File: config.mk
export PLATFORM = sky130hd
export DESIGN_NAME = alu_exec_sequencer
export DESIGN_NICKNAME = d
export VERILOG_FILES = /design/src/rtl/alu_exec_pkg.sv /design/src/rtl/alu_exec_sequencer_mul_core.sv /design/src/rtl/alu_exec_sequencer.sv
export SDC_FILE = /design/constraint.sdc
export NUM_CORES = 1
export LEC_CHECK = 0
export ABC_AREA = 0
export ABC_CLOCK_PERIOD_IN_PS = 10200
export CAP_MARGIN = 20
export CORE_UTILIZATION = 40
export DETAILED_ROUTE_END_ITERATION = 6
export DONT_BUFFER_PORTS = 1
export PLACE_DENSITY = 0.57
export SKIP_CTS_REPAIR_TIMING = 1
export SYNTH_ARGS = -nofsm -noshare
export SYNTH_HDL_FRONTEND = slang
export SYNTH_SLANG_ARGS = --single-unit
File: constraint.sdc
create_clock -name clk -period 10.2 [get_ports clk]
set_input_delay 2.04 -clock clk [delete_from_list [all_inputs] [get_ports clk]]
set_output_delay 2.04 -clock clk [all_outputs]
set_load 0.02 [all_outputs]
File: src/rtl/alu_exec_pkg.sv
// Shared opcodes and controller state encoding for the execute-stage sequencer.
package alu_exec_pkg;

    localparam logic [3:0] ALU_AND = 4'b0000;
    localparam logic [3:0] ALU_OR  = 4'b0001;
    localparam logic [3:0] ALU_ADD = 4'b0010;
    localparam logic [3:0] ALU_SUB = 4'b0110;
    localparam logic [3:0] ALU_SLT = 4'b0111;
    localparam logic [3:0] ALU_MUL = 4'b1000;

    typedef enum logic [1:0] {
        IDLE = 2'd0,
        MUL  = 2'd1,
        DONE = 2'd2
    } state_e;

endpackage

File: src/rtl/alu_exec_sequencer_mul_core.sv
// Iterative unsigned shift-add multiplier: one multiplier bit per step, LSB first.
// The counter must be wide enough that 2**CNT_W > WIDTH.
module shift_add_mul_core #(
    parameter int WIDTH = 32,
    parameter int CNT_W = 6
) (
    input  logic                 clk,
    input  logic                 rst,
    input  logic                 start,
    input  logic                 step,
    input  logic                 clear,
    input  logic [WIDTH-1:0]     a,
    input  logic [WIDTH-1:0]     b,
    output logic                 last,
    output logic [2*WIDTH-1:0]   acc_next
);
    import alu_exec_pkg::*;

    logic [WIDTH-1:0]   mcand_q;
    logic [WIDTH-1:0]   mplier_q;
    logic [2*WIDTH-1:0] acc_q;
    logic [CNT_W-1:0]   count_q;

    // The step currently being processed is the final one.
    assign last = (count_q == CNT_W'(WIDTH - 1));

    // Value the accumulator takes after this step; exposed so the final product
    // can be captured on the same edge that performs the last addition.
    assign acc_next = mplier_q[0] ? (acc_q + ({{WIDTH{1'b0}}, mcand_q} << count_q)) : acc_q;

    // Operand/accumulator registers: clear beats start, start beats step.
    always_ff @(posedge clk or negedge rst) begin
        if (!rst) begin
            mcand_q  <= '0;
            mplier_q <= '0;
            acc_q    <= '0;
            count_q  <= '0;
        end else if (clear) begin
            mcand_q  <= '0;
            mplier_q <= '0;
            acc_q    <= '0;
            count_q  <= '0;
        end else if (start) begin
            mcand_q  <= a;
            mplier_q <= b;
            acc_q    <= '0;
            count_q  <= '0;
        end else if (step) begin
            acc_q    <= acc_next;
            mplier_q <= mplier_q >> 1;
            count_q  <= count_q + 1'b1;
        end
    end

endmodule

File: src/rtl/alu_exec_sequencer.sv
// Execute-stage controller: routes ops to the external combinational ALU or the
// internal multiplier, and presents one held response per accepted op.
module alu_exec_sequencer
    import alu_exec_pkg::*;
#(
    parameter int WIDTH = 32,
    parameter int CNT_W = 6
) (
    input  logic             clk,
    input  logic             rst,
    input  logic             flush,
    input  logic             req_valid,
    output logic             req_ready,
    input  logic [3:0]       req_ctrl,
    input  logic [WIDTH-1:0] req_a,
    input  logic [WIDTH-1:0] req_b,
    output logic [3:0]       alu_ctrl,
    output logic [WIDTH-1:0] alu_a,
    output logic [WIDTH-1:0] alu_b,
    input  logic [WIDTH-1:0] alu_result,
    input  logic             alu_overflow,
    output logic             rsp_valid,
    input  logic             rsp_ready,
    output logic [WIDTH-1:0] rsp_result,
    output logic             rsp_zero,
    output logic             rsp_overflow,
    output logic             busy
);

    state_e             state_q, state_d;
    logic               rsp_valid_q, rsp_valid_d;
    logic [WIDTH-1:0]   rsp_result_q, rsp_result_d;
    logic               rsp_overflow_q, rsp_overflow_d;
    logic [3:0]         ctrl_q, ctrl_d;
    logic [WIDTH-1:0]   a_q, a_d;
    logic [WIDTH-1:0]   b_q, b_d;
    logic               mul_start;
    logic               mul_step;
    logic               mul_last;
    logic [2*WIDTH-1:0] mul_acc_next;

    shift_add_mul_core #(
        .WIDTH (WIDTH),
        .CNT_W (CNT_W)
    ) u_mul (
        .clk      (clk),
        .rst      (rst),
        .start    (mul_start),
        .step     (mul_step),
        .clear    (flush),
        .a        (req_a),
        .b        (req_b),
        .last     (mul_last),
        .acc_next (mul_acc_next)
    );

    // Next-state, response capture and multiplier control; flush overrides everything.
    always_comb begin
        state_d        = state_q;
        rsp_valid_d    = rsp_valid_q;
        rsp_result_d   = rsp_result_q;
        rsp_overflow_d = rsp_overflow_q;
        ctrl_d         = ctrl_q;
        a_d            = a_q;
        b_d            = b_q;
        mul_start      = 1'b0;
        mul_step       = 1'b0;
        if (flush) begin
            state_d     = IDLE;
            rsp_valid_d = 1'b0;
        end else begin
            case (state_q)
                IDLE: begin
                    if (req_valid) begin
                        ctrl_d = req_ctrl;
                        a_d    = req_a;
                        b_d    = req_b;
                        if (req_ctrl == ALU_MUL) begin
                            mul_start = 1'b1;
                            state_d   = MUL;
                        end else begin
                            rsp_result_d   = alu_result;
                            rsp_overflow_d = alu_overflow;
                            rsp_valid_d    = 1'b1;
                            state_d        = DONE;
                        end
                    end
                end
                MUL: begin
                    mul_step = 1'b1;
                    if (mul_last) begin
                        rsp_result_d   = mul_acc_next[WIDTH-1:0];
                        rsp_overflow_d = |mul_acc_next[2*WIDTH-1:WIDTH];
                        rsp_valid_d    = 1'b1;
                        state_d        = DONE;
                    end
                end
                DONE: begin
                    if (rsp_ready) begin
                        rsp_valid_d = 1'b0;
                        state_d     = IDLE;
                    end
                end
                default: state_d = IDLE;
            endcase
        end
    end

    // State, response and held-request registers.
    always_ff @(posedge clk or negedge rst) begin
        if (!rst) begin
            state_q        <= IDLE;
            rsp_valid_q    <= 1'b0;
            rsp_result_q   <= '0;
            rsp_overflow_q <= 1'b0;
            ctrl_q         <= '0;
            a_q            <= '0;
            b_q            <= '0;
        end else begin
            state_q        <= state_d;
            rsp_valid_q    <= rsp_valid_d;
            rsp_result_q   <= rsp_result_d;
            rsp_overflow_q <= rsp_overflow_d;
            ctrl_q         <= ctrl_d;
            a_q            <= a_d;
            b_q            <= b_d;
        end
    end

    assign req_ready    = (state_q == IDLE);
    assign busy         = (state_q != IDLE);
    // In IDLE the ALU sees the live request so its result is ready at the accept edge.
    assign alu_ctrl     = (state_q == IDLE) ? req_ctrl : ctrl_q;
    assign alu_a        = (state_q == IDLE) ? req_a    : a_q;
    assign alu_b        = (state_q == IDLE) ? req_b    : b_q;
    assign rsp_valid    = rsp_valid_q;
    assign rsp_result   = rsp_result_q;
    assign rsp_overflow = rsp_overflow_q;
    // Qualified by rsp_valid so every response output reads 0 out of reset.
    assign rsp_zero     = rsp_valid_q && (rsp_result_q == '0);

endmodule
== Word level (Yosys, flattened, before mapping) ==
Cells that the tools add are included.
Operators by class
  muxes and demuxes: 41
  $add $sub $neg: 2
  bitwise logic cells: 1
  reduce and logical (&&, ||, !) cells: 13
  shifts and indexed selects: 1
  eq/ne operators: 11
  $mul: 0
  $lt $le $gt $ge: 0
  div/mod/pow operators: 0
Operators by type and width (number)
  two-way mux 32 bit: 10
  two-way mux 64 bit: 4
  adder 64 bit: 1
  one-hot mux 32 bit (2 select lines): 1
  left shift 32 x 6 -> 64 bit: 1
  logical NOT 32 bit: 1
  OR reduction 32 bit: 1
  two-way mux 6 bit: 3
  two-way mux 1 bit: 14
  != test 3 bit, second input constant: 4
  two-way mux 2 bit: 5
  AND reduction 5 bit: 2
  adder 6 x 1 -> 6 bit, second input constant: 1
  equality test 6 x 5 -> 1 bit, second input constant: 1
  != test 2 bit, second input constant: 3
  one-hot mux 2 bit (3 select lines): 1
  AND reduction 3 bit: 2
  nonzero test 2 bit: 3
  equality test 4 bit, second input constant: 1
  two-way mux 4 bit: 1
  nonzero test 4 bit: 1
  one-hot mux 1 bit (3 select lines): 1
  nonzero test 3 bit: 1
  equality test 2 x 1 -> 1 bit, second input constant: 1
  5 further kinds: 5
Word-level totals
  output and inout port bits: 105
  bits in latches: 0
  memory bits (writable): 0
  input bits: 106
  bits in registers: 238
  memory bits (read-only): 0
  memories: 0

== Longest topological paths before layout ==
Gate-level depths: netlist (run 1).
  depth after elaboration: 7
  depth in mapped cells: 26
  gate-level depth less buffers: 22

== Cells and area by module ==
From an unflattened synthesis (run 1), not the netlist that was laid out.
Unflattened totals
  cells, all modules: 2030
  area total of the unflattened synthesis: 18216.2 um2
By module, submodules not included
  shift_add_mul_core: cells each 1613, instances 1, area an instance 12943.7 um2
  alu_exec_sequencer: cells each 417, instances 1, area an instance 5272.6 um2

== Worst setup path after synthesis (run 1) ==
No wires, ideal clock.
  path kind: register to register
  from: reg u_mul.count_q[0]
  to: reg rsp_overflow_q (netlist: rsp_overflow)
  period minus slack after synthesis: 4796 ps
  stages on the path, launching flop included: 22
  data arrival time: 4667 ps
  setup slack: 5404 ps
  path buffers: 3
  path through: dfrtp_1 buf_6 buf_2 clkbuf_1 mux2i_1 mux2i_1 mux2_2 o21ai_0 mux2i_1 and2_1 ha_1 a21oi_1 o21ai_1 a221oi_2 o22ai_1 a211oi_4 a211oi_1 or3_1 a31oi_2 nand4b_1 nor4b_2 a21oi_1
Between the ends
  word-level cells in the longest chain between the ends: 6
  elaborated cells on any way between the ends: 9
  classes of those cells: 1 x add/sub; 2 x eq/ne; 1 x shift; 3 x mux; 2 x reduce/logical
RTL lines
  start, declared: line alu_exec_sequencer_mul_core.sv:22  | logic [CNT_W-1:0] count_q;
  start signal, assigned: line alu_exec_sequencer_mul_core.sv:51  | count_q <= count_q + 1'b1;
  left shift 32 x 6 -> 64 bit: line alu_exec_sequencer_mul_core.sv:29  | assign acc_next = mplier_q[0] ? (acc_q + ({{WIDTH{1'b0}}, mcand_q} << count_q)) : acc_q;
  adder 64 bit: line alu_exec_sequencer_mul_core.sv:29
  two-way mux 64 bit: line alu_exec_sequencer_mul_core.sv:29
  OR reduction 32 bit: line alu_exec_sequencer.sv:93  | rsp_overflow_d = |mul_acc_next[2*WIDTH-1:WIDTH];
  two-way mux 1 bit: line alu_exec_sequencer.sv:91  | if (mul_last) begin
  one-hot mux 1 bit (2 select lines): line alu_exec_sequencer.sv:72  | case (state_q)
  end signal, assigned: line alu_exec_sequencer.sv:123  | rsp_overflow_q <= rsp_overflow_d;
  end, declared: line alu_exec_sequencer.sv:33  | logic rsp_overflow_q, rsp_overflow_d;
Several ways; a longest one is shown, not always the timed one. The select of a mux whose other input is x is not followed.
A chain may end at the register's enable or synchronous reset.

== Worst setup path in the final report (run 1) ==
  from: reg u_mul.count_q[1]
  to: reg rsp_overflow_q (netlist: rsp_overflow)
The elaborated chain is that of the path after synthesis.

==> metrics.log, run 1 <==
[metrics] Vias: 15973
[metrics] number of cell rows: 77
[metrics] leak pwr: 7.92 nW
[metrics] total routed wirelength: 61.4 mm
[metrics] Largest stage delay, worst path: 0.80 ns
[metrics] post-synthesis instance area: 18000 um2
[metrics] total of flip-flops plus latches after synthesis: 238
[metrics] drt first pass iters: 5
[metrics] Slew HR: 28.1%
[metrics] antenna violations before repair: 0
[metrics] buffer type at the clock tree root: sky130_fd_sc_hd__clkbuf_16
[metrics] Post-Route Utilization: 43.8%
[metrics] total buffers and inverters traversed by the critical path: 2
[metrics] Nets: 2192
[metrics] Post-DP HPWL: 45.6 mm
[metrics] Hold Path Class: reg2reg
[metrics] Area growth syn-to-layout: 7.86%
[metrics] xor and xnor area share after synthesis: 2.48%
[metrics] adder-cell area share of the yosys netlist: 4.77%
[metrics] number of H-tree branching levels: 1
[metrics] number of pins exceeding their max-slew limit in the final report: 0
[metrics] total nets after synthesis: 2289
[metrics] Top FF cell, synth: sky130_fd_sc_hd__dfrtp_1
[metrics] share of post-route cells with drive strength above 1: 14.8%
[metrics] Final Hold Violating Endpoints: 0
[metrics] PnR worst setup slack: 3.80 ns
[metrics] most frequent cell on the critical path: sky130_fd_sc_hd__a21oi_1
[metrics] critical path type: reg2reg
[metrics] die boundary width: 214 um
[metrics] num ports: 211
[metrics] total setup violations reported at the end of the flow: 0
[metrics] power share of the clock group: 40.7%
[metrics] Clock Tree Buf Depth: 3
[metrics] synthesized instance count: 2115
[metrics] achievable frequency: 156 MHz
[metrics] RSZ-0062 raised after global routing: false
[metrics] cell type group with the largest total delay on the critical path: compound AO/OA/AOI/OAI gates
[metrics] endpoint required time on the critical path: 10.65 ns
[metrics] share of synthesized registers carrying an async set or reset: 100%
[metrics] setup TNS after final layout: 0 ns
[metrics] period utilization: 62.8%
[metrics] area share of and/or/nand/nor cells after synthesis: 18.1%
[metrics] TritonCTS buffer count: 30
[metrics] Pint: 1.89 mW
[metrics] proportion of synthesized area in mux cells: 15.5%
[metrics] die height: 214 um
[metrics] Port Buffers: 0
[metrics] power per cell area: 140 nW/um2
[metrics] dominant cell type by area after synthesis: sky130_fd_sc_hd__dfrtp_1
[metrics] average wire length per cell after detail routing: 23.3 um
[metrics] count of cell types in the netlist: 90
[metrics] Worst Max-Slew Pin Slew: 1.08 ns
[metrics] register clock-pin slew on the reported worst setup and hold paths: 0.06 ns
[metrics] largest net degree at the start of global routing: 239
[metrics] first-pass GRT wire length: 96.2 mm
[metrics] largest family of logic cells by synthesized area: compound AO/OA/AOI/OAI gates
[metrics] share of the synthesized area in the top cell type: 33.1%
[metrics] Compound-Gate Fraction of Synth Area: 22.1%
[metrics] sort of element at the start of the critical path: flip-flop
[metrics] Filler Cell Count: 4496
[metrics] Final GP Congestion: 0.973
[metrics] CTS tree: built
[metrics] post-placement cell area: 18300 um2
[metrics] number of vias per cell after detailed routing: 6.07
[metrics] run status: completed
[metrics] DRC: 0
[metrics] # diodes: 0
[metrics] crit path capture type: flip-flop
[metrics] GRT Util Overall: 26.5%
[metrics] total core area: 44300 um2
[metrics] number of nets still failing antenna checks after routing: 0
[metrics] average size of a mapped cell: 8.50 um2
[metrics] Synth area leaders: sky130_fd_sc_hd__dfrtp_1 (33%), sky130_fd_sc_hd__mux2_2 (10%), sky130_fd_sc_hd__nor2_1 (5.5%), sky130_fd_sc_hd__a21oi_1 (5.1%), sky130_fd_sc_hd__nand2_1 (5.1%)
[metrics] Worst-Skew Late Latency: 0.60 ns
[metrics] Clock Skews: 0.0275 ns
[metrics] part of the Yosys area used for sequential elements: 33.1%
[metrics] Worst IR Drop VDD: 142 uV
[metrics] DRC violation total after the first TritonRoute iteration: 1244
[metrics] data arrival at the endpoint of the critical path: 6.85 ns
[metrics] number of sinks handled by clock tree synthesis: 238
[metrics] chain of cells forming the critical path: buf_4, clkinv_1, a21oi_1, nand2_1, mux2i_1, nand2_1, o21ai_0, ha_1, a21oi_1, o221a_2, o21ai_1, a2111oi_0, nor3_1, a21oi_1, nand4_1, nor4_1, nand4_1, nor4b_2, a21oi_1
[metrics] power share of the sequential group: 43.7%
[metrics] Placement Setup Slack: 3.87 ns
[metrics] Yosys warning total: 0
[metrics] via count of the first global-routing pass: 15920
[metrics] reported net switching power: 0.820 mW
[metrics] Max FO, Critical Path: 39
[metrics] master of the slowest instance on the critical path: sky130_fd_sc_hd__a2111oi_0
[metrics] max-capacitance violation count: 0
[metrics] relative contribution of combinational cells to total power: 15.6%
[metrics] Die Footprint: 45800 um2
[metrics] switching portion of total power: 30.2%
[metrics] count of flip-flops with a built-in enable after synthesis: 0
[metrics] final design instance area without fill: 19400 um2
[metrics] total grt overflow: 0
[metrics] Initial Utilization: 40.6%
[metrics] Final min period: 6.40 ns
[state kept, by name (all words and copies together) (netlist names)]
| register | count |
|---|---|
| ctrl_q | 4 |
| u_mul.count_q | 6 |
| rsp_overflow | 1 |
| state_q | 2 |
| u_mul.mplier_q | 32 |
| u_mul.acc_q | 64 |
| rsp_valid | 1 |
| u_mul.mcand_q | 32 |
| b_q | 32 |
| rsp_result | 32 |
| a_q | 32 |
[placed cells by master, fill, tap and decap left out, types with 7 or more instances in the layout]
| master | count |
|---|---|
| sky130_fd_sc_hd__a211oi_1 | 35 |
| sky130_fd_sc_hd__a21o_1 | 15 |
| sky130_fd_sc_hd__a21oi_1 | 184 |
| sky130_fd_sc_hd__a22o_1 | 41 |
| sky130_fd_sc_hd__a22oi_1 | 7 |
| sky130_fd_sc_hd__a31oi_1 | 9 |
| sky130_fd_sc_hd__and2_1 | 27 |
| sky130_fd_sc_hd__buf_4 | 20 |
| sky130_fd_sc_hd__clkbuf_16 | 30 |
| sky130_fd_sc_hd__clkbuf_8 | 9 |
| sky130_fd_sc_hd__dfrtp_1 | 236 |
| sky130_fd_sc_hd__ha_1 | 65 |
| sky130_fd_sc_hd__inv_1 | 26 |
| sky130_fd_sc_hd__mux2_2 | 160 |
| sky130_fd_sc_hd__mux2i_1 | 49 |
| sky130_fd_sc_hd__mux4_2 | 20 |
| sky130_fd_sc_hd__nand2_1 | 242 |
| sky130_fd_sc_hd__nand2b_1 | 12 |
| sky130_fd_sc_hd__nand3_1 | 14 |
| sky130_fd_sc_hd__nand4_1 | 38 |
| sky130_fd_sc_hd__nor2_1 | 265 |
| sky130_fd_sc_hd__nor2b_1 | 21 |
| sky130_fd_sc_hd__nor3_1 | 29 |
| sky130_fd_sc_hd__nor4_1 | 16 |
| sky130_fd_sc_hd__o211ai_1 | 11 |
| sky130_fd_sc_hd__o21a_1 | 16 |
| sky130_fd_sc_hd__o21ai_0 | 174 |
| sky130_fd_sc_hd__o21ai_1 | 9 |
| sky130_fd_sc_hd__o21bai_1 | 8 |
| sky130_fd_sc_hd__o22ai_1 | 16 |
| sky130_fd_sc_hd__o31ai_1 | 34 |
| sky130_fd_sc_hd__or2_2 | 8 |
| sky130_fd_sc_hd__or3_1 | 12 |
| sky130_fd_sc_hd__xnor2_1 | 31 |
| sky130_fd_sc_hd__xor2_1 | 20 |
[path summary, 6_finish.rpt]
path | startpoint | endpoint | slack (ns) | depth (start not counted)
setup / recovery | u_mul.count_q[1] | rsp_overflow | 3.80 | 19
hold / removal | a_q[10] | a_q[10] | 0.50 | 1
setup reg to reg | u_mul.count_q[1] | rsp_overflow | 3.80 | 19
hold reg to reg | a_q[10] | a_q[10] | 0.50 | 1
max in group asynchronous | rst | u_mul.count_q[0] | 8.24 | 0
min in group asynchronous | rst | u_mul.acc_q[62] | 1.14 | 0
[layout make-up]
class                      instances  area [um2]  area share [%]
clock inverter                    14         165           0.852
clock buffer                      40         878            4.53
sequential                       238        5960            30.7
inverter                          30         113           0.581
tap                              592         741            3.82
multi-input combinational       1697       11400            58.6
timing repair buffer              21         178           0.916
[power groups by stage]
| stage | Combinational (mW) | Sequential (mW) | Clock, mW |
|---|---|---|---|
| 4_1_cts | 0.425 | 1.19 | 1.13 |
| 3_3_place_gp | 0.417 | 1.20 | 0 |
| 2_1_floorplan | 0.357 | 1.17 | 0 |
| 6_report | 0.422 | 1.19 | 1.11 |
| 3_5_place_dp | 0.425 | 1.20 | 0 |
| 5_1_grt | 0.459 | 1.20 | 1.17 |
[synth_stat cells, types with 4 or more instances]
| master | number |
|---|---|
| sky130_fd_sc_hd__a211oi_1 | 35 |
| sky130_fd_sc_hd__a21o_1 | 15 |
| sky130_fd_sc_hd__a21oi_1 | 185 |
| sky130_fd_sc_hd__a22o_1 | 41 |
| sky130_fd_sc_hd__a22oi_1 | 7 |
| sky130_fd_sc_hd__a31oi_1 | 9 |
| sky130_fd_sc_hd__a31oi_2 | 4 |
| sky130_fd_sc_hd__and2_1 | 27 |
| sky130_fd_sc_hd__and3_1 | 6 |
| sky130_fd_sc_hd__buf_1 | 23 |
| sky130_fd_sc_hd__buf_2 | 19 |
| sky130_fd_sc_hd__clkbuf_1 | 107 |
| sky130_fd_sc_hd__dfrtp_1 | 238 |
| sky130_fd_sc_hd__ha_1 | 67 |
| sky130_fd_sc_hd__inv_1 | 28 |
| sky130_fd_sc_hd__mux2_2 | 160 |
| sky130_fd_sc_hd__mux2i_1 | 49 |
| sky130_fd_sc_hd__mux4_2 | 20 |
| sky130_fd_sc_hd__nand2_1 | 242 |
| sky130_fd_sc_hd__nand2b_1 | 12 |
| sky130_fd_sc_hd__nand3_1 | 14 |
| sky130_fd_sc_hd__nand4_1 | 38 |
| sky130_fd_sc_hd__nor2_1 | 265 |
| sky130_fd_sc_hd__nor2b_1 | 21 |
| sky130_fd_sc_hd__nor3_1 | 30 |
| sky130_fd_sc_hd__nor4_1 | 16 |
| sky130_fd_sc_hd__nor4b_1 | 4 |
| sky130_fd_sc_hd__o2111ai_1 | 4 |
| sky130_fd_sc_hd__o211a_1 | 6 |
| sky130_fd_sc_hd__o211ai_1 | 11 |
| sky130_fd_sc_hd__o21a_1 | 16 |
| sky130_fd_sc_hd__o21ai_0 | 174 |
| sky130_fd_sc_hd__o21ai_1 | 9 |
| sky130_fd_sc_hd__o21bai_1 | 8 |
| sky130_fd_sc_hd__o221ai_1 | 6 |
| sky130_fd_sc_hd__o22ai_1 | 16 |
| sky130_fd_sc_hd__o31a_1 | 4 |
| sky130_fd_sc_hd__o31ai_1 | 34 |
| sky130_fd_sc_hd__or2_2 | 8 |
| sky130_fd_sc_hd__or3_1 | 14 |
| sky130_fd_sc_hd__or4_1 | 5 |
| sky130_fd_sc_hd__xnor2_1 | 31 |
| sky130_fd_sc_hd__xor2_1 | 20 |
[per-layer routing]
| metal | vias up | part of all wire, % | global-route usage (%) |
|---|---|---|---|
| met1 | 7930 | 46 | 36.8 |
| met2 | 431 | 47 | 43.4 |
| met3 | 76 | 4.8 | 3.94 |
| met4 | 0 | 2.4 | 6.21 |
| li1 | 7536 | - | - |
| met5 | - | 0 | 0 |
[kinds of logic (layout without fill, tap and decap cells)]
group / Yosys count / after routing
simple gates: 718 / 718
compound gates: 628 / 628
flops: 238 / 238
mux: 232 / 232
buf+inv: 180 / 105
fa+ha+maj: 68 / 68
xor+xnor: 51 / 51
[metrics by stage]
| stage | instances | power, mW | hold WS [ns] |
|---|---|---|---|
| global route | 2632 | 2.83 | 0.516 |
| floorplan | 2115 | 1.53 | 0.475 |
| CTS | 2631 | 2.75 | 0.503 |
| finish | 2632 | 2.71 | 0.498 |
| detailed placement | 2577 | 1.63 | 0.489 |
| global placement | 2577 | 1.61 | 0.484 |
Power figures use the tool's default switching activity.
==> run 2, diff against run 1 <==
--- a/config.mk
+++ b/config.mk
@@ -6,12 +6,12 @@
 export NUM_CORES = 1
 export LEC_CHECK = 0
 export ABC_AREA = 0
-export ABC_CLOCK_PERIOD_IN_PS = 10200
+export ABC_CLOCK_PERIOD_IN_PS = 5300
 export CAP_MARGIN = 20
 export CORE_UTILIZATION = 40
 export DETAILED_ROUTE_END_ITERATION = 6
 export DONT_BUFFER_PORTS = 1
-export PLACE_DENSITY = 0.57
+export PLACE_DENSITY = 0.59
 export SKIP_CTS_REPAIR_TIMING = 1
 export SYNTH_ARGS = -nofsm -noshare
 export SYNTH_HDL_FRONTEND = slang
==> constraint.sdc (replaced) <==
create_clock -name clk -period 5.3 [get_ports clk]
set_input_delay 1.06 -clock clk [delete_from_list [all_inputs] [get_ports clk]]
set_output_delay 1.06 -clock clk [all_outputs]
set_load 0.02 [all_outputs]
==> run 2 against run 1 <==
Against the previous run:
- critical path depth rose by 1
- global-route usage fell by 0.75 points
- critical path type unchanged
- utilization rose by 3.1 points
- flip-flop and latch count did not move
- highest routed layer is now met5
==> metrics.log, run 2 (synthesized netlist as in run 1, its figures left out) <==
[metrics] power per cell area: 250 nW/um2 (was 140 nW/um2)
[metrics] total routed wirelength: 60.5 mm (was 61.4 mm)
[metrics] period utilization: 96.2% (was 62.8%)
[metrics] die height: 214 um (unchanged)
[metrics] number of H-tree branching levels: 1 (unchanged)
[metrics] largest net degree at the start of global routing: 239 (unchanged)
[metrics] Final Hold Violating Endpoints: 0 (unchanged)
[metrics] data arrival at the endpoint of the critical path: 5.56 ns (was 6.85 ns)
[metrics] PnR worst setup slack: 0.200 ns (was 3.80 ns)
[metrics] Clock Tree Buf Depth: 3 (unchanged)
[metrics] Post-DP HPWL: 45.3 mm (was 45.6 mm)
[metrics] number of pins exceeding their max-slew limit in the final report: 0 (unchanged)
[metrics] drt first pass iters: 5 (unchanged)
[metrics] DRC violation total after the first TritonRoute iteration: 1314 (was 1244)
[metrics] Max FO, Critical Path: 15 (was 39)
[metrics] leading cell type in the layout, fill and taps excluded: sky130_fd_sc_hd__nor2_1 (unchanged)
[metrics] total grt overflow: 0 (unchanged)
[metrics] number of sinks handled by clock tree synthesis: 238 (unchanged)
[metrics] achievable frequency: 196 MHz (was 156 MHz)
[metrics] Slew HR: 26.5% (was 28.1%)
[metrics] Port Buffers: 0 (unchanged)
[metrics] sort of element at the start of the critical path: flip-flop (unchanged)
[metrics] Clock Skews: 0.0222 ns (was 0.0275 ns)
[metrics] number of nets still failing antenna checks after routing: 0 (unchanged)
[metrics] buffer type at the clock tree root: sky130_fd_sc_hd__clkbuf_16 (unchanged)
[metrics] max reg flops: 64 (unchanged)
[metrics] Worst-Skew Late Latency: 0.59 ns (was 0.60 ns)
[metrics] Worst IR Drop VDD: 275 uV (was 142 uV)
[metrics] Final GP Congestion: 1.02 (was 0.973)
[metrics] Final min period: 5.10 ns (was 6.40 ns)
[metrics] number of cell rows: 77 (unchanged)
[metrics] Vias: 16580 (was 15973)
[metrics] antenna violations before repair: 2 (was 0)
[metrics] Die Footprint: 45800 um2 (unchanged)
[metrics] leak pwr: 8.68 nW (was 7.92 nW)
[metrics] num ports: 211 (unchanged)
[metrics] Worst Hold Margin: 0.169 ns (was 0.498 ns)
[metrics] die boundary width: 214 um (unchanged)
[metrics] Initial Utilization: 40.6% (unchanged)
[metrics] number of vias per cell after detailed routing: 5.95 (was 6.07)
[metrics] total core area: 44300 um2 (unchanged)
[metrics] register with the most flip-flops: u_mul.acc_q (unchanged)
[metrics] Filler Cell Count: 4377 (was 4496)
[metrics] total setup violations reported at the end of the flow: 0 (unchanged)
[metrics] first-pass GRT wire length: 94.0 mm (was 96.2 mm)
[metrics] register clock-pin slew on the reported worst setup and hold paths: 0.07 ns (was 0.06 ns)
[metrics] critical path type: reg2reg (unchanged)
[metrics] Inst Count DP: 2726 (was 2577)
[metrics] average wire length per cell after detail routing: 21.7 um (was 23.3 um)
[metrics] Hold Path Class: in2async (was reg2reg)
[metrics] endpoint required time on the critical path: 5.76 ns (was 10.65 ns)
[metrics] share of post-route cells with drive strength above 1: 22.7% (was 14.8%)
[metrics] Placement Setup Slack: -0.0753 ns (was 3.87 ns)
[metrics] run status: completed (unchanged)
[metrics] crit path capture type: flip-flop (unchanged)
[metrics] max-capacitance violation count: 0 (unchanged)
[metrics] TritonCTS buffer count: 29 (was 30)
[metrics] Final Non-Filler Cells: 2788 (was 2632)
[metrics] via count of the first global-routing pass: 16100 (was 15920)
[metrics] GRT Util Overall: 25.8% (was 26.5%)
[metrics] commonest non-fill, non-tap cells in the layout: sky130_fd_sc_hd__nor2_1 (261), sky130_fd_sc_hd__nand2_1 (240), sky130_fd_sc_hd__dfrtp_1 (236) (was sky130_fd_sc_hd__nor2_1 (265), sky130_fd_sc_hd__nand2_1 (242), sky130_fd_sc_hd__dfrtp_1 (236))
[metrics] Nets: 2347 (was 2192)
[metrics] Area growth syn-to-layout: 15.5% (was 7.86%)
[metrics] Worst Max-Slew Pin Slew: 1.10 ns (was 1.08 ns)
[metrics] CTS tree: built (unchanged)
[metrics] DRC: 0 (unchanged)
[metrics] setup TNS after final layout: 0 ns (unchanged)
## run 2: report_power, final
group	internal [mW]	total, mW	leakage, nW	switching [mW]
clock network	1.22	2.08	0.487	0.861
logic	0.350	0.826	5.12	0.477
registers	2.05	2.29	3.07	0.243
## run 2: path summary, 6_finish.rpt
check	endpoint	start	cells after the start	slack (ns)
setup / recovery	rsp_overflow	u_mul.count_q[0]	20	0.20
hold / removal	u_mul.acc_q[41]	rst	0	0.17
setup reg to reg	rsp_overflow	u_mul.count_q[0]	20	0.20
hold reg to reg	b_q[18]	b_q[18]	1	0.50
max in group asynchronous	u_mul.acc_q[40]	rst	0	4.31
min in group clk	b_q[18]	b_q[18]	1	0.50
## run 2: through the flow
| stage | total power, mW | util [%] | instance area, um2 |
|---|---|---|---|
| 5_1_grt | 5.38 | 46.9 | 20800 |
| 6_report | 5.19 | 46.9 | 20800 |
| 4_1_cts | 5.24 | 46.3 | 20500 |
| 3_5_place_dp | 3.14 | 44.0 | 19500 |
| 3_3_place_gp | 3.11 | 44.0 | 19500 |
| 2_1_floorplan | 2.95 | - | 18000 |
## run 2: layout make-up
type / count / area [um2] / area share [%]
Clock buffer: 38 / 800 / 3.85
Multi-Input combinational cell: 1697 / 11600 / 55.6
Clock inverter: 15 / 185 / 0.892
Timing Repair Buffer: 177 / 1410 / 6.80
Antenna cell: 1 / 2.50 / 0.0120
Sequential cell: 238 / 5960 / 28.7
Tap cell: 592 / 741 / 3.57
Inverter: 30 / 116 / 0.560
## run 2: worst max-delay path, cell delays in order, from the launching register on
cell,delay [ns]
sky130_fd_sc_hd__dfrtp_2,0.42
sky130_fd_sc_hd__buf_12,0.17
sky130_fd_sc_hd__mux4_2,0.54
sky130_fd_sc_hd__mux2i_1,0.24
sky130_fd_sc_hd__mux2_2,0.26
sky130_fd_sc_hd__mux2i_1,0.15
sky130_fd_sc_hd__buf_4,0.17
sky130_fd_sc_hd__and2_1,0.16
sky130_fd_sc_hd__ha_1,0.43
sky130_fd_sc_hd__nand2_1,0.08
sky130_fd_sc_hd__o21ai_0,0.44
sky130_fd_sc_hd__a22oi_2,0.19
sky130_fd_sc_hd__nand2_1,0.17
sky130_fd_sc_hd__o211a_1,0.27
sky130_fd_sc_hd__nor2_1,0.08
sky130_fd_sc_hd__buf_4,0.15
sky130_fd_sc_hd__a31oi_1,0.29
sky130_fd_sc_hd__xnor2_1,0.24
sky130_fd_sc_hd__a31oi_1,0.15
sky130_fd_sc_hd__nor4_1,0.25
sky130_fd_sc_hd__a21oi_1,0.11
## run 2: layer usage
metal | up-vias | part of all wire (%) | global-route usage [%]
li1 | 7829 | - | -
met1 | 8093 | 44 | 35.3
met2 | 548 | 45 | 40.8
met3 | 108 | 7.2 | 5.20
met4 | 2 | 3.0 | 7.82
met5 | - | 0.031 | 0
==> run 3, diff against run 2 <==
--- a/config.mk
+++ b/config.mk
@@ -8,10 +8,10 @@
 export ABC_AREA = 0
 export ABC_CLOCK_PERIOD_IN_PS = 5300
 export CAP_MARGIN = 20
-export CORE_UTILIZATION = 40
+export CORE_UTILIZATION = 39
 export DETAILED_ROUTE_END_ITERATION = 6
 export DONT_BUFFER_PORTS = 1
-export PLACE_DENSITY = 0.59
+export PLACE_DENSITY = 0.58
 export SKIP_CTS_REPAIR_TIMING = 1
 export SYNTH_ARGS = -nofsm -noshare
 export SYNTH_HDL_FRONTEND = slang
==> run 3 against run 2 <==
Against the previous run:
- design area up 3.3%
- die area increased by 2.5%
- clock power about the same
- power increased by 0.62%
- utilization up 0.43 points
- sequential share of layout area decreased by 0.93 points
- register-to-register slack worse by 0.03 ns
- wire length increased by 2.7%
- final cell count increased by 1.3%
- hold slack improved by 0.0042 ns
- critical path type unchanged
==> metrics.log, run 3 (synthesized netlist as in run 1, its figures left out) <==
[metrics] buffer type at the clock tree root: sky130_fd_sc_hd__clkbuf_16 (unchanged)
[metrics] CTS tree: built (unchanged)
[metrics] critical path type: reg2reg (unchanged)
[metrics] run status: completed (unchanged)
[metrics] crit path capture type: flip-flop (unchanged)
[metrics] total routed wirelength: 62.1 mm (was 60.5 mm)
[metrics] power per cell area: 244 nW/um2 (was 250 nW/um2)
[metrics] total grt overflow: 0 (unchanged)
[metrics] data arrival at the endpoint of the critical path: 5.58 ns (was 5.56 ns)
[metrics] Worst-Skew Late Latency: 0.61 ns (was 0.59 ns)
[metrics] Vias: 16794 (was 16580)
[metrics] DRC violation total after the first TritonRoute iteration: 1497 (was 1314)
[metrics] Final GP Congestion: 1.01 (was 1.02)
[metrics] period utilization: 96.8% (was 96.2%)
[metrics] Clock Skews: 0.0387 ns (was 0.0222 ns)
[metrics] Die Footprint: 47000 um2 (was 45800 um2)
[metrics] Final Hold Violating Endpoints: 0 (unchanged)
[metrics] max-capacitance violation count: 0 (unchanged)
[metrics] register with the most flip-flops: u_mul.acc_q (unchanged)
[metrics] Area growth syn-to-layout: 19.4% (was 15.5%)
[metrics] number of nets still failing antenna checks after routing: 0 (unchanged)
[metrics] register clock-pin slew on the reported worst setup and hold paths: 0.07 ns (about the same)
[metrics] power share of the clock group: 40.1% (was 40.0%)
[metrics] Post-Route Utilization: 47.3% (was 46.9%)
[metrics] via count of the first global-routing pass: 16107 (was 16100)
[metrics] Hold Path Class: in2async (unchanged)
[metrics] DRC: 0 (unchanged)
[metrics] max reg flops: 64 (unchanged)
[metrics] Pint: 3.62 mW (was 3.61 mW)
[metrics] die boundary width: 217 um (was 214 um)
[metrics] endpoint required time on the critical path: 5.75 ns (was 5.76 ns)
[metrics] leak pwr: 8.86 nW (was 8.68 nW)
[metrics] switching portion of total power: 30.7% (was 30.4%)
[metrics] Post-DP HPWL: 46.1 mm (was 45.3 mm)
[metrics] Port Buffers: 0 (unchanged)
[metrics] Inst Count DP: 2747 (was 2726)
[metrics] number of vias per cell after detailed routing: 5.95 (about the same)
[metrics] achievable frequency: 195 MHz (was 196 MHz)
[metrics] Final Non-Filler Cells: 2824 (was 2788)
[metrics] relative contribution of combinational cells to total power: 16.1% (was 15.9%)
[metrics] first-pass GRT wire length: 94.8 mm (was 94.0 mm)
[metrics] Max FO, Critical Path: 9 (was 15)
[metrics] num ports: 211 (unchanged)
[metrics] number of pins exceeding their max-slew limit in the final report: 0 (unchanged)
[metrics] number of sinks handled by clock tree synthesis: 238 (unchanged)
[metrics] Clock Tree Buf Depth: 3 (unchanged)
[metrics] largest net degree at the start of global routing: 239 (unchanged)
[metrics] commonest non-fill, non-tap cells in the layout: sky130_fd_sc_hd__nor2_1 (261), sky130_fd_sc_hd__nand2_1 (241), sky130_fd_sc_hd__dfrtp_1 (236) (was sky130_fd_sc_hd__nor2_1 (261), sky130_fd_sc_hd__nand2_1 (240), sky130_fd_sc_hd__dfrtp_1 (236))
[metrics] Worst Hold Margin: 0.173 ns (was 0.169 ns)
[metrics] die height: 217 um (was 214 um)
[metrics] number of cell rows: 78 (was 77)
[metrics] Worst IR Drop VDD: 332 uV (was 275 uV)
[metrics] # diodes: 0 (was 1)
[metrics] total setup violations reported at the end of the flow: 0 (unchanged)
[metrics] total core area: 45400 um2 (was 44300 um2)
[metrics] Initial Utilization: 39.6% (was 40.6%)
[metrics] leading cell type in the layout, fill and taps excluded: sky130_fd_sc_hd__nor2_1 (unchanged)
[metrics] average wire length per cell after detail routing: 22.0 um (was 21.7 um)
[metrics] Worst Max-Slew Pin Slew: 0.976 ns (was 1.10 ns)
[metrics] drt first pass iters: 7 (was 5)
[metrics] Worst R2R Path Depth: 20 (unchanged)
[metrics] reported net switching power: 1.61 mW (was 1.58 mW)
[metrics] antenna violations before repair: 0 (was 2)
[metrics] power share of the sequential group: 43.8% (was 44.1%)
[metrics] Nets: 2375 (was 2347)
[metrics] Slew HR: 34.9% (was 26.5%)
[metrics] share of post-route cells with drive strength above 1: 26.1% (was 22.7%)
[metrics] GRT Util Overall: 25.4% (was 25.8%)
[metrics] sort of element at the start of the critical path: flip-flop (unchanged)
[metrics] Final min period: 5.13 ns (was 5.10 ns)
[metrics] number of H-tree branching levels: 1 (unchanged)
[metrics] TritonCTS buffer count: 30 (was 29)
## run 3: cell count changes in the layout (fill, tap and decap cells not counted), moves of 8 or more
| cell | delta |
|---|---|
| sky130_fd_sc_hd__mux2i_2 | +8 |
| sky130_fd_sc_hd__a21oi_2 | +11 |
| sky130_fd_sc_hd__mux2i_1 | -8 |
| sky130_fd_sc_hd__buf_4 | +20 |
| sky130_fd_sc_hd__a21oi_1 | -11 |
## run 3: per-stage QoR
stage | total power, mW | area, um2 | setup TNS [ns] | setup slack, ns
2_1_floorplan | 2.95 | 18000 | 0 | 0.504
6_report | 5.23 | 21500 | 0 | 0.168
5_1_grt | 5.43 | 21500 | -0.0462 | -0.0462
3_3_place_gp | 3.12 | 19600 | -0.228 | -0.228
4_1_cts | 5.28 | 20600 | -0.228 | -0.228
3_5_place_dp | 3.15 | 19600 | -0.184 | -0.184
## run 3: path summary, 6_finish.rpt
kind                                   from  slack, ns          endpoint
min in group clk                    b_q[15]       0.50           b_q[15]
hold reg to reg                     b_q[15]       0.50           b_q[15]
setup / recovery           u_mul.count_q[0]       0.17      rsp_overflow
max in group asynchronous               rst       4.30  u_mul.count_q[0]
hold / removal                          rst       0.17   u_mul.acc_q[48]
setup reg to reg           u_mul.count_q[0]       0.17      rsp_overflow
## run 3: critical path: stages, from the launching register on
cell and delay, ns:
sky130_fd_sc_hd__dfrtp_2 0.55, sky130_fd_sc_hd__buf_12 0.19, sky130_fd_sc_hd__mux4_2 0.55, sky130_fd_sc_hd__mux2i_2 0.24, sky130_fd_sc_hd__mux2_2 0.25, sky130_fd_sc_hd__mux2i_2 0.10, sky130_fd_sc_hd__buf_4 0.14, sky130_fd_sc_hd__and2_1 0.17
sky130_fd_sc_hd__ha_1 0.39, sky130_fd_sc_hd__a21oi_2 0.21, sky130_fd_sc_hd__o21ai_1 0.14, sky130_fd_sc_hd__a21oi_1 0.18, sky130_fd_sc_hd__a31oi_2 0.16, sky130_fd_sc_hd__buf_4 0.18, sky130_fd_sc_hd__or4_1 0.54, sky130_fd_sc_hd__a41o_1 0.25
sky130_fd_sc_hd__xor2_1 0.17, sky130_fd_sc_hd__nand2_1 0.10, sky130_fd_sc_hd__nand4_1 0.09, sky130_fd_sc_hd__nor4b_2 0.26, sky130_fd_sc_hd__a21oi_1 0.11
## run 3: area by class of cell
| class | count | area (um2) |
|---|---|---|
| repair buffers | 204 | 1710 |
| fillers | 4411 | 23900 |
| inverters | 30 | 113 |
| clock inverters | 19 | 225 |
| flip-flops and latches | 238 | 5960 |
| multi-input cells | 1697 | 11900 |
| well taps | 600 | 751 |
| clock buffers | 36 | 783 |
## run 3: power groups by stage
stage | combinational, mW | sequential (mW) | clock, mW
after CTS | 0.828 | 2.29 | 2.16
after global placement | 0.812 | 2.31 | 0
after global routing | 0.906 | 2.32 | 2.21
after floorplan | 0.688 | 2.26 | 0
after detailed placement | 0.827 | 2.32 | 0
final | 0.839 | 2.29 | 2.10
## run 3: per-layer routing
metal	share of wire, %	wire [um]	global-route usage, %	up-vias
li1	-	-	-	7889
met1	45	27700	35.1	8247
met2	46	28800	41.4	561
met3	6.3	3880	4.08	97
met4	2.7	1660	6.38	0
met5	0	0	0	-
